File: src/rtl/clint_pkg.sv
// Shared definitions for the multi-hart CLINT: address map, responses, decode helpers.
package clint_pkg;

    localparam logic [15:0] MSIP_BASE     = 16'h0000;
    localparam logic [15:0] MTIMECMP_BASE = 16'h4000;
    localparam logic [15:0] MTIME_LO      = 16'hBFF8;
    localparam logic [15:0] MTIME_HI      = 16'hBFFC;

    localparam logic [1:0] RESP_OKAY   = 2'b00;
    localparam logic [1:0] RESP_SLVERR = 2'b10;

    localparam int unsigned MAX_HARTS  = 16;
    localparam int unsigned HART_IDX_W = 4;
    localparam int unsigned DATA_W     = 32;
    localparam int unsigned STRB_W     = DATA_W / 8;

    typedef enum logic [1:0] {
        REG_NONE,
        REG_MSIP,
        REG_MTIMECMP,
        REG_MTIME
    } reg_kind_e;

    typedef enum logic {
        CH_IDLE,
        CH_RESP
    } chan_state_e;

    typedef struct packed {
        reg_kind_e               kind;
        logic [HART_IDX_W-1:0]   hart;
        logic                    hi;
        logic                    valid;
    } reg_dec_t;

    // Map a 16-bit offset onto a register; misaligned, unmapped or absent-hart offsets come back invalid.
    function automatic reg_dec_t clint_decode(input logic [15:0] off, input int unsigned nharts);
        reg_dec_t d;
        d.kind  = REG_NONE;
        d.hart  = '0;
        d.hi    = 1'b0;
        d.valid = 1'b0;
        if (off[1:0] == 2'b00) begin
            if (off[15:6] == MSIP_BASE[15:6]) begin
                d.hart = off[5:2];
                if (32'(d.hart) < nharts) begin
                    d.kind  = REG_MSIP;
                    d.valid = 1'b1;
                end
            end else if (off[15:7] == MTIMECMP_BASE[15:7]) begin
                d.hart = off[6:3];
                d.hi   = off[2];
                if (32'(d.hart) < nharts) begin
                    d.kind  = REG_MTIMECMP;
                    d.valid = 1'b1;
                end
            end else if (off[15:3] == MTIME_LO[15:3]) begin
                d.kind  = REG_MTIME;
                d.hi    = (off == MTIME_HI);
                d.valid = 1'b1;
            end
        end
        return d;
    endfunction

    // Byte-lane merge of a 32-bit write into an existing register half.
    function automatic logic [DATA_W-1:0] strb_merge(input logic [DATA_W-1:0] old_val,
                                                     input logic [DATA_W-1:0] wdata,
                                                     input logic [STRB_W-1:0] strb);
        logic [DATA_W-1:0] r;
        r = old_val;
        for (int b = 0; b < int'(STRB_W); b++) begin
            if (strb[b]) begin
                r[8*b +: 8] = wdata[8*b +: 8];
            end
        end
        return r;
    endfunction

endpackage

File: src/rtl/clint_tick_gen.sv
// Prescaler producing one mtime tick every TICK_DIV clock cycles.
module clint_tick_gen #(
    parameter int unsigned TICK_DIV = 1
) (
    input  logic clk,
    input  logic rst,
    output logic tick
);

    localparam int unsigned CNT_W = (TICK_DIV > 1) ? $clog2(TICK_DIV) : 1;
    localparam logic [CNT_W-1:0] CNT_LAST = CNT_W'(TICK_DIV - 1);

    logic [CNT_W-1:0] count;

    // With TICK_DIV=1 the counter is pinned at 0 and tick is permanently high.
    assign tick = (count == CNT_LAST);

    // Prescale counter: 0..TICK_DIV-1, wraps on tick.
    always_ff @(posedge clk) begin
        if (rst) begin
            count <= '0;
        end else if (tick) begin
            count <= '0;
        end else begin
            count <= count + CNT_W'(1);
        end
    end

endmodule

File: src/rtl/clint_mh.sv
// Multi-hart core-local interruptor: shared mtime, per-hart msip/mtimecmp, AXI4-Lite slave.
module clint_mh
    import clint_pkg::*;
#(
    parameter int unsigned NHARTS   = 2,
    parameter int unsigned TICK_DIV = 1
) (
    input  logic              clk,
    input  logic              rst,
    input  logic [31:0]       axi_araddr,
    input  logic              axi_arvalid,
    output logic              axi_arready,
    input  logic [2:0]        axi_arprot,
    output logic [31:0]       axi_rdata,
    output logic [1:0]        axi_rresp,
    output logic              axi_rvalid,
    input  logic              axi_rready,
    input  logic [31:0]       axi_awaddr,
    input  logic              axi_awvalid,
    output logic              axi_awready,
    input  logic [2:0]        axi_awprot,
    input  logic [31:0]       axi_wdata,
    input  logic [3:0]        axi_wstrb,
    input  logic              axi_wvalid,
    output logic              axi_wready,
    output logic [1:0]        axi_bresp,
    output logic              axi_bvalid,
    input  logic              axi_bready,
    output logic [63:0]       mtime,
    output logic [NHARTS-1:0] msip,
    output logic [NHARTS-1:0] mtip
);

    localparam int unsigned TIME_W = 64;

    chan_state_e       rd_state;
    chan_state_e       rd_state_next;
    chan_state_e       wr_state;
    chan_state_e       wr_state_next;

    logic              tick;
    logic              ar_fire;
    logic              wr_fire;
    logic              wr_hit;
    reg_dec_t          rd_dec;
    reg_dec_t          wr_dec;
    logic [31:0]       rd_value;
    logic [1:0]        rd_resp_next;

    logic [TIME_W-1:0] mtime_next;
    logic [TIME_W-1:0] cmp_q    [NHARTS];
    logic [TIME_W-1:0] cmp_next [NHARTS];
    logic [NHARTS-1:0] msip_next;
    logic [NHARTS-1:0] mtip_next;

    // Address bits above the decoded window and the protection fields carry no meaning here.
    logic unused_bits;
    assign unused_bits = ^{axi_araddr[31:16], axi_awaddr[31:16], axi_arprot, axi_awprot};

    clint_tick_gen #(
        .TICK_DIV (TICK_DIV)
    ) u_tick_gen (
        .clk  (clk),
        .rst  (rst),
        .tick (tick)
    );

    assign ar_fire = axi_arvalid && axi_arready;
    assign wr_fire = axi_awvalid && axi_wvalid && axi_awready && axi_wready;

    // Read channel state register.
    always_ff @(posedge clk) begin
        if (rst) begin
            rd_state <= CH_IDLE;
        end else begin
            rd_state <= rd_state_next;
        end
    end

    // Read channel next state: one read outstanding, released by the R handshake.
    always_comb begin
        rd_state_next = rd_state;
        case (rd_state)
            CH_IDLE: if (ar_fire)    rd_state_next = CH_RESP;
            CH_RESP: if (axi_rready) rd_state_next = CH_IDLE;
            default:                 rd_state_next = CH_IDLE;
        endcase
    end

    // Read channel handshake outputs decoded from the registered state.
    always_comb begin
        axi_arready = 1'b0;
        axi_rvalid  = 1'b0;
        case (rd_state)
            CH_IDLE: axi_arready = 1'b1;
            CH_RESP: axi_rvalid  = 1'b1;
            default: ;
        endcase
    end

    // Write channel state register.
    always_ff @(posedge clk) begin
        if (rst) begin
            wr_state <= CH_IDLE;
        end else begin
            wr_state <= wr_state_next;
        end
    end

    // Write channel next state: AW and W must arrive together; held until the B handshake.
    always_comb begin
        wr_state_next = wr_state;
        case (wr_state)
            CH_IDLE: if (wr_fire)    wr_state_next = CH_RESP;
            CH_RESP: if (axi_bready) wr_state_next = CH_IDLE;
            default:                 wr_state_next = CH_IDLE;
        endcase
    end

    // Write channel handshake outputs decoded from the registered state.
    always_comb begin
        axi_awready = 1'b0;
        axi_wready  = 1'b0;
        axi_bvalid  = 1'b0;
        case (wr_state)
            CH_IDLE: begin
                axi_awready = 1'b1;
                axi_wready  = 1'b1;
            end
            CH_RESP: axi_bvalid = 1'b1;
            default: ;
        endcase
    end

    // Read mux: sees the pre-update register values of the accept cycle.
    always_comb begin
        rd_dec       = clint_decode(axi_araddr[15:0], NHARTS);
        rd_value     = '0;
        rd_resp_next = RESP_SLVERR;
        if (rd_dec.valid) begin
            rd_resp_next = RESP_OKAY;
            case (rd_dec.kind)
                REG_MSIP: begin
                    for (int h = 0; h < int'(NHARTS); h++) begin
                        if (rd_dec.hart == HART_IDX_W'(h)) begin
                            rd_value = {31'd0, msip[h]};
                        end
                    end
                end
                REG_MTIMECMP: begin
                    for (int h = 0; h < int'(NHARTS); h++) begin
                        if (rd_dec.hart == HART_IDX_W'(h)) begin
                            rd_value = rd_dec.hi ? cmp_q[h][63:32] : cmp_q[h][31:0];
                        end
                    end
                end
                REG_MTIME: rd_value = rd_dec.hi ? mtime[63:32] : mtime[31:0];
                default:   rd_value = '0;
            endcase
        end
    end

    // Read response registers, captured on AR accept and held until the handshake.
    always_ff @(posedge clk) begin
        if (rst) begin
            axi_rdata <= '0;
            axi_rresp <= RESP_OKAY;
        end else if (ar_fire) begin
            axi_rdata <= rd_value;
            axi_rresp <= rd_resp_next;
        end
    end

    // Write response register, captured on write accept.
    always_ff @(posedge clk) begin
        if (rst) begin
            axi_bresp <= RESP_OKAY;
        end else if (wr_fire) begin
            axi_bresp <= wr_dec.valid ? RESP_OKAY : RESP_SLVERR;
        end
    end

    // Next register state: tick, then any accepted write; an mtime write suppresses that tick entirely.
    always_comb begin
        wr_dec     = clint_decode(axi_awaddr[15:0], NHARTS);
        wr_hit     = wr_fire && wr_dec.valid;
        mtime_next = tick ? mtime + TIME_W'(1) : mtime;
        msip_next  = msip;
        for (int h = 0; h < int'(NHARTS); h++) begin
            cmp_next[h] = cmp_q[h];
        end
        if (wr_hit) begin
            case (wr_dec.kind)
                REG_MSIP: begin
                    for (int h = 0; h < int'(NHARTS); h++) begin
                        if (wr_dec.hart == HART_IDX_W'(h) && axi_wstrb[0]) begin
                            msip_next[h] = axi_wdata[0];
                        end
                    end
                end
                REG_MTIMECMP: begin
                    for (int h = 0; h < int'(NHARTS); h++) begin
                        if (wr_dec.hart == HART_IDX_W'(h)) begin
                            if (wr_dec.hi) begin
                                cmp_next[h][63:32] = strb_merge(cmp_q[h][63:32], axi_wdata, axi_wstrb);
                            end else begin
                                cmp_next[h][31:0]  = strb_merge(cmp_q[h][31:0], axi_wdata, axi_wstrb);
                            end
                        end
                    end
                end
                REG_MTIME: begin
                    mtime_next = mtime;
                    if (wr_dec.hi) begin
                        mtime_next[63:32] = strb_merge(mtime[63:32], axi_wdata, axi_wstrb);
                    end else begin
                        mtime_next[31:0]  = strb_merge(mtime[31:0], axi_wdata, axi_wstrb);
                    end
                end
                default: ;
            endcase
        end
        for (int h = 0; h < int'(NHARTS); h++) begin
            mtip_next[h] = (mtime_next >= cmp_next[h]);
        end
    end

    // Timer, compare, and interrupt state registers.
    always_ff @(posedge clk) begin
        if (rst) begin
            mtime <= '0;
            msip  <= '0;
            mtip  <= '0;
            for (int h = 0; h < int'(NHARTS); h++) begin
                cmp_q[h] <= '1;
            end
        end else begin
            mtime <= mtime_next;
            msip  <= msip_next;
            mtip  <= mtip_next;
            for (int h = 0; h < int'(NHARTS); h++) begin
                cmp_q[h] <= cmp_next[h];
            end
        end
    end

endmodule

File: config.mk
export PLATFORM = sky130hd
export DESIGN_NAME = clint_mh
export DESIGN_NICKNAME = d
export VERILOG_FILES = /design/src/rtl/clint_pkg.sv /design/src/rtl/clint_tick_gen.sv /design/src/rtl/clint_mh.sv
export SDC_FILE = /design/constraint.sdc
export NUM_CORES = 1
export LEC_CHECK = 0
export CAP_MARGIN = 40
export CORE_MARGIN = 5
export CORE_UTILIZATION = 50
export DETAILED_ROUTE_END_ITERATION = 6
export GPL_ROUTABILITY_DRIVEN = 0
export PLACE_DENSITY = 0.76
export SKIP_LAST_GASP = 1
export SLEW_MARGIN = 20
export SYNTH_ARGS = -nofsm -noshare
export SYNTH_HDL_FRONTEND = slang
export SYNTH_HIERARCHICAL = 1
export SYNTH_SLANG_ARGS = --single-unit
export TNS_END_PERCENT = 50
File: constraint.sdc
create_clock -name clk -period 5.13 [get_ports clk]
set_clock_uncertainty 0.05 [all_clocks]
set_input_delay 1.026 -clock clk [delete_from_list [all_inputs] [get_ports clk]]
set_output_delay 1.026 -clock clk [all_outputs]
set_load 0.05 [all_outputs]
==> PnR_summary.wiki <==
{| class="wikitable"
! Metric !! Value
|-
| Outcome || finished clean
|-
| Clock-pin slew reported for the worst setup and hold paths after clock tree synthesis || 0.06 ns
|-
| Remaining Overflow, GRT || 0
|-
| Areal power density over the cells || 205 mW/mm^2
|-
| CP Capture Point || mtip[1]
|-
| Reg-to-reg critical path endpoint || mtip[1]
|-
| Starting utilization of the core area || 50.4%
|-
| Count of different cell masters after synthesis || 78
|-
| First-pass GRT wire length || 88500 um
|-
| Highest clock frequency the design can meet || 196 MHz
|-
| Area post-placement || 0.0193 mm^2
|-
| Portion of total power attributed to combinational logic || 8.0%
|-
| Mean cell area of the mapped netlist || 8.37 um^2
|-
| Async set-reset flop share out of synthesis || 0%
|-
| Worst supply voltage drop on vdd || 228 uV
|-
| WL/cell || 22.0 um
|-
| Skew-Pair Late Insertion Delay || 0.55 ns
|-
| Cell type contributing the most total cell area after synthesis || dfxtp_1
|-
| Overall die area || 0.0333 mm^2
|-
| Post-layout worst setup margin || 0.0353 ns
|-
| Pleak || 9.36 nW
|-
| Cell area after technology mapping || 0.0149 mm^2
|-
| Ports placed on the boundary || 222
|-
| Switching power || 1.02 mW
|-
| Post-synthesis register bit count || 233
|-
| Clock buffer depth || 3
|-
| Least-Margin Pin Slew || 0.773 ns
|-
| Count of antenna-violating nets left after detailed routing || 0
|-
| Final Hold Viols || 0
|-
| Portion of the clock cycle consumed by the worst path in the final layout || 99.3%
|-
| Endpoint required time on the critical path || 5.50 ns
|-
| Part of the total power dissipated in the clock network || 48.2%
|-
| Final Max Slew Viols || 0
|-
| Internal power summed over all cells || 3.16 mW
|-
| Fraction of power spent switching nets || 24.4%
|-
| FF-to-FF Start || u_tick_gen/count
|-
| Maximum level of the CTS H-tree || 1
|-
| Synth Warn # || 6
|-
| Main flop type after synthesis || dfxtp_1
|-
| Highest fanout seen on the critical path || 7
|-
| Height of the die || 182 um
|-
| Inserted Clock Buffers || 26
|-
| Synthesis-to-layout area growth || 36.9%
|-
| Crit path DAT || 5.46 ns
|-
| Antenna violations before repair || 1
|-
| Number of failing setup endpoints in the final timing report || 0
|-
| Unrepaired setup endpoints after global routing || yes
|-
| Fraction of layout instances using a drive strength above 1 || 19.0%
|-
| Port Buffers || 181
|-
| Largest net degree at the start of global routing || 52
|-
| Violation count after the first detailed-routing iteration || 1823
|-
| Most common cell after layout, fill and taps aside || buf_4
|-
| Final worst hold slack || 0.407 ns
|-
| Floorplan core area || 0.0295 mm^2
|-
| Cell row count || 63
|-
| Kind of capture point of the worst setup path || flip-flop
|-
| Die Wd || 182 um
|-
| Via count of the first global-routing pass || 16355
|-
| Maxcap violations || 0
|-
| Combined global-route utilization of all metal layers || 33.1%
|-
| Avg Vias per Cell || 6.29
|-
| Most frequent cells in the layout || buf_4 (307), dfxtp_1 (233), nand2_1 (207)
|-
| Synth Instances || 1776
|-
| Critical Setup Path Class || primary input to flip-flop
|-
| Final core occ || 69.0%
|-
| Total number of nets in the final design || 2456
|-
| Root cell of the clock tree || clkbuf_16
|-
| Number of detailed-routing iterations run before antenna repair || 5
|-
| Post-CTS Hold Fix Bufs || 0
|-
| TritonCTS sink count || 233
|-
| Post-synth top area share || 31.4%
|-
| Post-Place Setup Slack || -0.496 ns
|-
| Part of the total power dissipated in sequential elements || 43.9%
|-
| Final Instance Area || 0.0203 mm^2
|-
| CP Launch Type || primary input
|-
| Aggregate routed wire length || 57800 um
|-
| Final-layout fill cell count || 2309
|-
| Count of flip-flops with a built-in enable after synthesis || 0
|-
| CTS tree || built
|-
| Number of vias after detailed routing || 16518
|-
| DRC || 0
|-
| Cells on worst reg2reg path || 19
|-
| CP startpoint || axi_awaddr[11]
|-
| Cell types occupying the most area after synthesis || dfxtp_1 (31%), mux2i_1 (14%), ha_1 (11%), nand2_1 (5.3%), nor2_1 (3.6%)
|-
| Power consumption || 4.17 mW
|-
| Minimum period implied by the final worst setup slack || 5.09 ns
|-
| Slew Limit Headroom || 48.5%
|-
| Hold Crit Class || flip-flop to flip-flop
|-
| Seq/Total Area, Yosys || 31.4%
|-
| R2R setup slack || 0.20 ns
|-
| Estimated wirelength of the detail-placed design || 43500 um
|}
[power by group through the flow]
stage / clock (mW) / sequential, mW / combinational [mW]
2_1_floorplan: 0 / 1.92 / 0.0950
3_3_place_gp: 0 / 1.87 / 0.316
3_5_place_dp: 0 / 1.87 / 0.322
4_1_cts: 2.01 / 1.83 / 0.323
5_1_grt: 2.10 / 1.83 / 0.348
6_report: 2.01 / 1.83 / 0.332
[layout make-up]
cell class | count | area, um^2 | area share (%)
repair buffers | 497 | 4290 | 21.1
clock inverters | 10 | 129 | 0.633
flip-flops and latches | 233 | 4660 | 22.9
inverters | 28 | 108 | 0.529
well taps | 390 | 488 | 2.40
clock buffers | 37 | 783 | 3.85
multi-input cells | 1430 | 9880 | 48.6
diodes | 1 | 2.50 | 0.0123
[how the worst min path moves through the flow]
stage / slack, ns / cells after the start / endpoint / startpoint
floorplan: 0.40 / 2 / cmp_q[0][107] / cmp_q[0][107]
global placement: 0.38 / 2 / axi_rdata[26] / axi_rdata[26]
detailed placement: 0.39 / 2 / axi_rdata[27] / axi_rdata[27]
CTS: 0.41 / 2 / axi_rdata[27] / axi_rdata[27]
global route: 0.44 / 2 / axi_rdata[25] / axi_rdata[25]
finish: 0.41 / 2 / axi_rdata[25] / axi_rdata[25]
[layer usage]
metal / part of all wire, % / vias up / track usage [%]
li1: - / 7517 / -
met1: 39 / 7779 / 42.0
met2: 46 / 987 / 54.7
met3: 9.7 / 235 / 5.22
met4: 5.9 / 0 / 16.6
met5: 0 / - / 0
[stage by stage]
step / std cells / setup TNS (ns)
CTS: 2623 / 0
detailed placement: 2576 / -0.902
global route: 2626 / -0.0415
floorplan: 1777 / 0
finish: 2626 / 0
global placement: 2575 / -0.923
[synth_stat cells (all sizes together), types with 7 or more instances]
library cell    n
and3           24
a21oi          90
nor2b           7
inv            28
a311oi         12
nand4          48
and2           49
nor4           23
o21ai         103
nand3          62
buf            22
o22ai          33
o211ai          9
a211o           7
a211oi         41
o21a            9
dfxtp         233
ha            127
o211a           7
or4            10
nand2b          8
clkbuf         63
nand2         211
nor3           66
nor2          143
a22oi          12
a21o           18
a31oi          12
mux2i         208
and4           15
[registers in the layout, summed over array words and instances (netlist names)]
signal and count:
cmp_q 128, mtime 64, axi_rdata 32, msip 2
mtip 2, axi_bresp 1, axi_rresp 1, rd_state 1
u_tick_gen/count 1, wr_state 1
[worst max-delay path, cell delays in order]
cell	delay, ns
clkdlybuf4s50_1	0.44
or4_4	0.55
a211o_1	0.32
nor4_2	0.25
buf_4	0.21
nand3_1	0.09
buf_4	0.21
buf_4	0.16
mux2i_1	0.30
ha_1	0.31
nand2_1	0.09
o221ai_1	0.13
a221o_1	0.41
a221oi_1	0.31
buf_4	0.19
o21ai_0	0.08
a31oi_1	0.24
a31oi_1	0.12
[repair_timing]
item,4_1_cts,5_1_grt
buffers inserted,0,1
setup endpoints to repair,0,2
gates resized for setup,0,27
[cells by family (layout without fill, tap and decap cells)]
| kind of cell | after synthesis | in the layout | share of synthesized area, % |
|---|---|---|---|
| compound gates | 401 | 401 | 17.4 |
| xor+xnor | 2 | 2 | 0.118 |
| fa+ha+maj | 127 | 127 | 10.7 |
| buf+inv | 114 | 572 | 3.17 |
| flops | 233 | 233 | 31.4 |
| mux | 211 | 211 | 14.2 |
| other cells | 2 | 4 | 0.0505 |
| simple gates | 686 | 686 | 22.9 |
(Power assumes the default switching activity.)
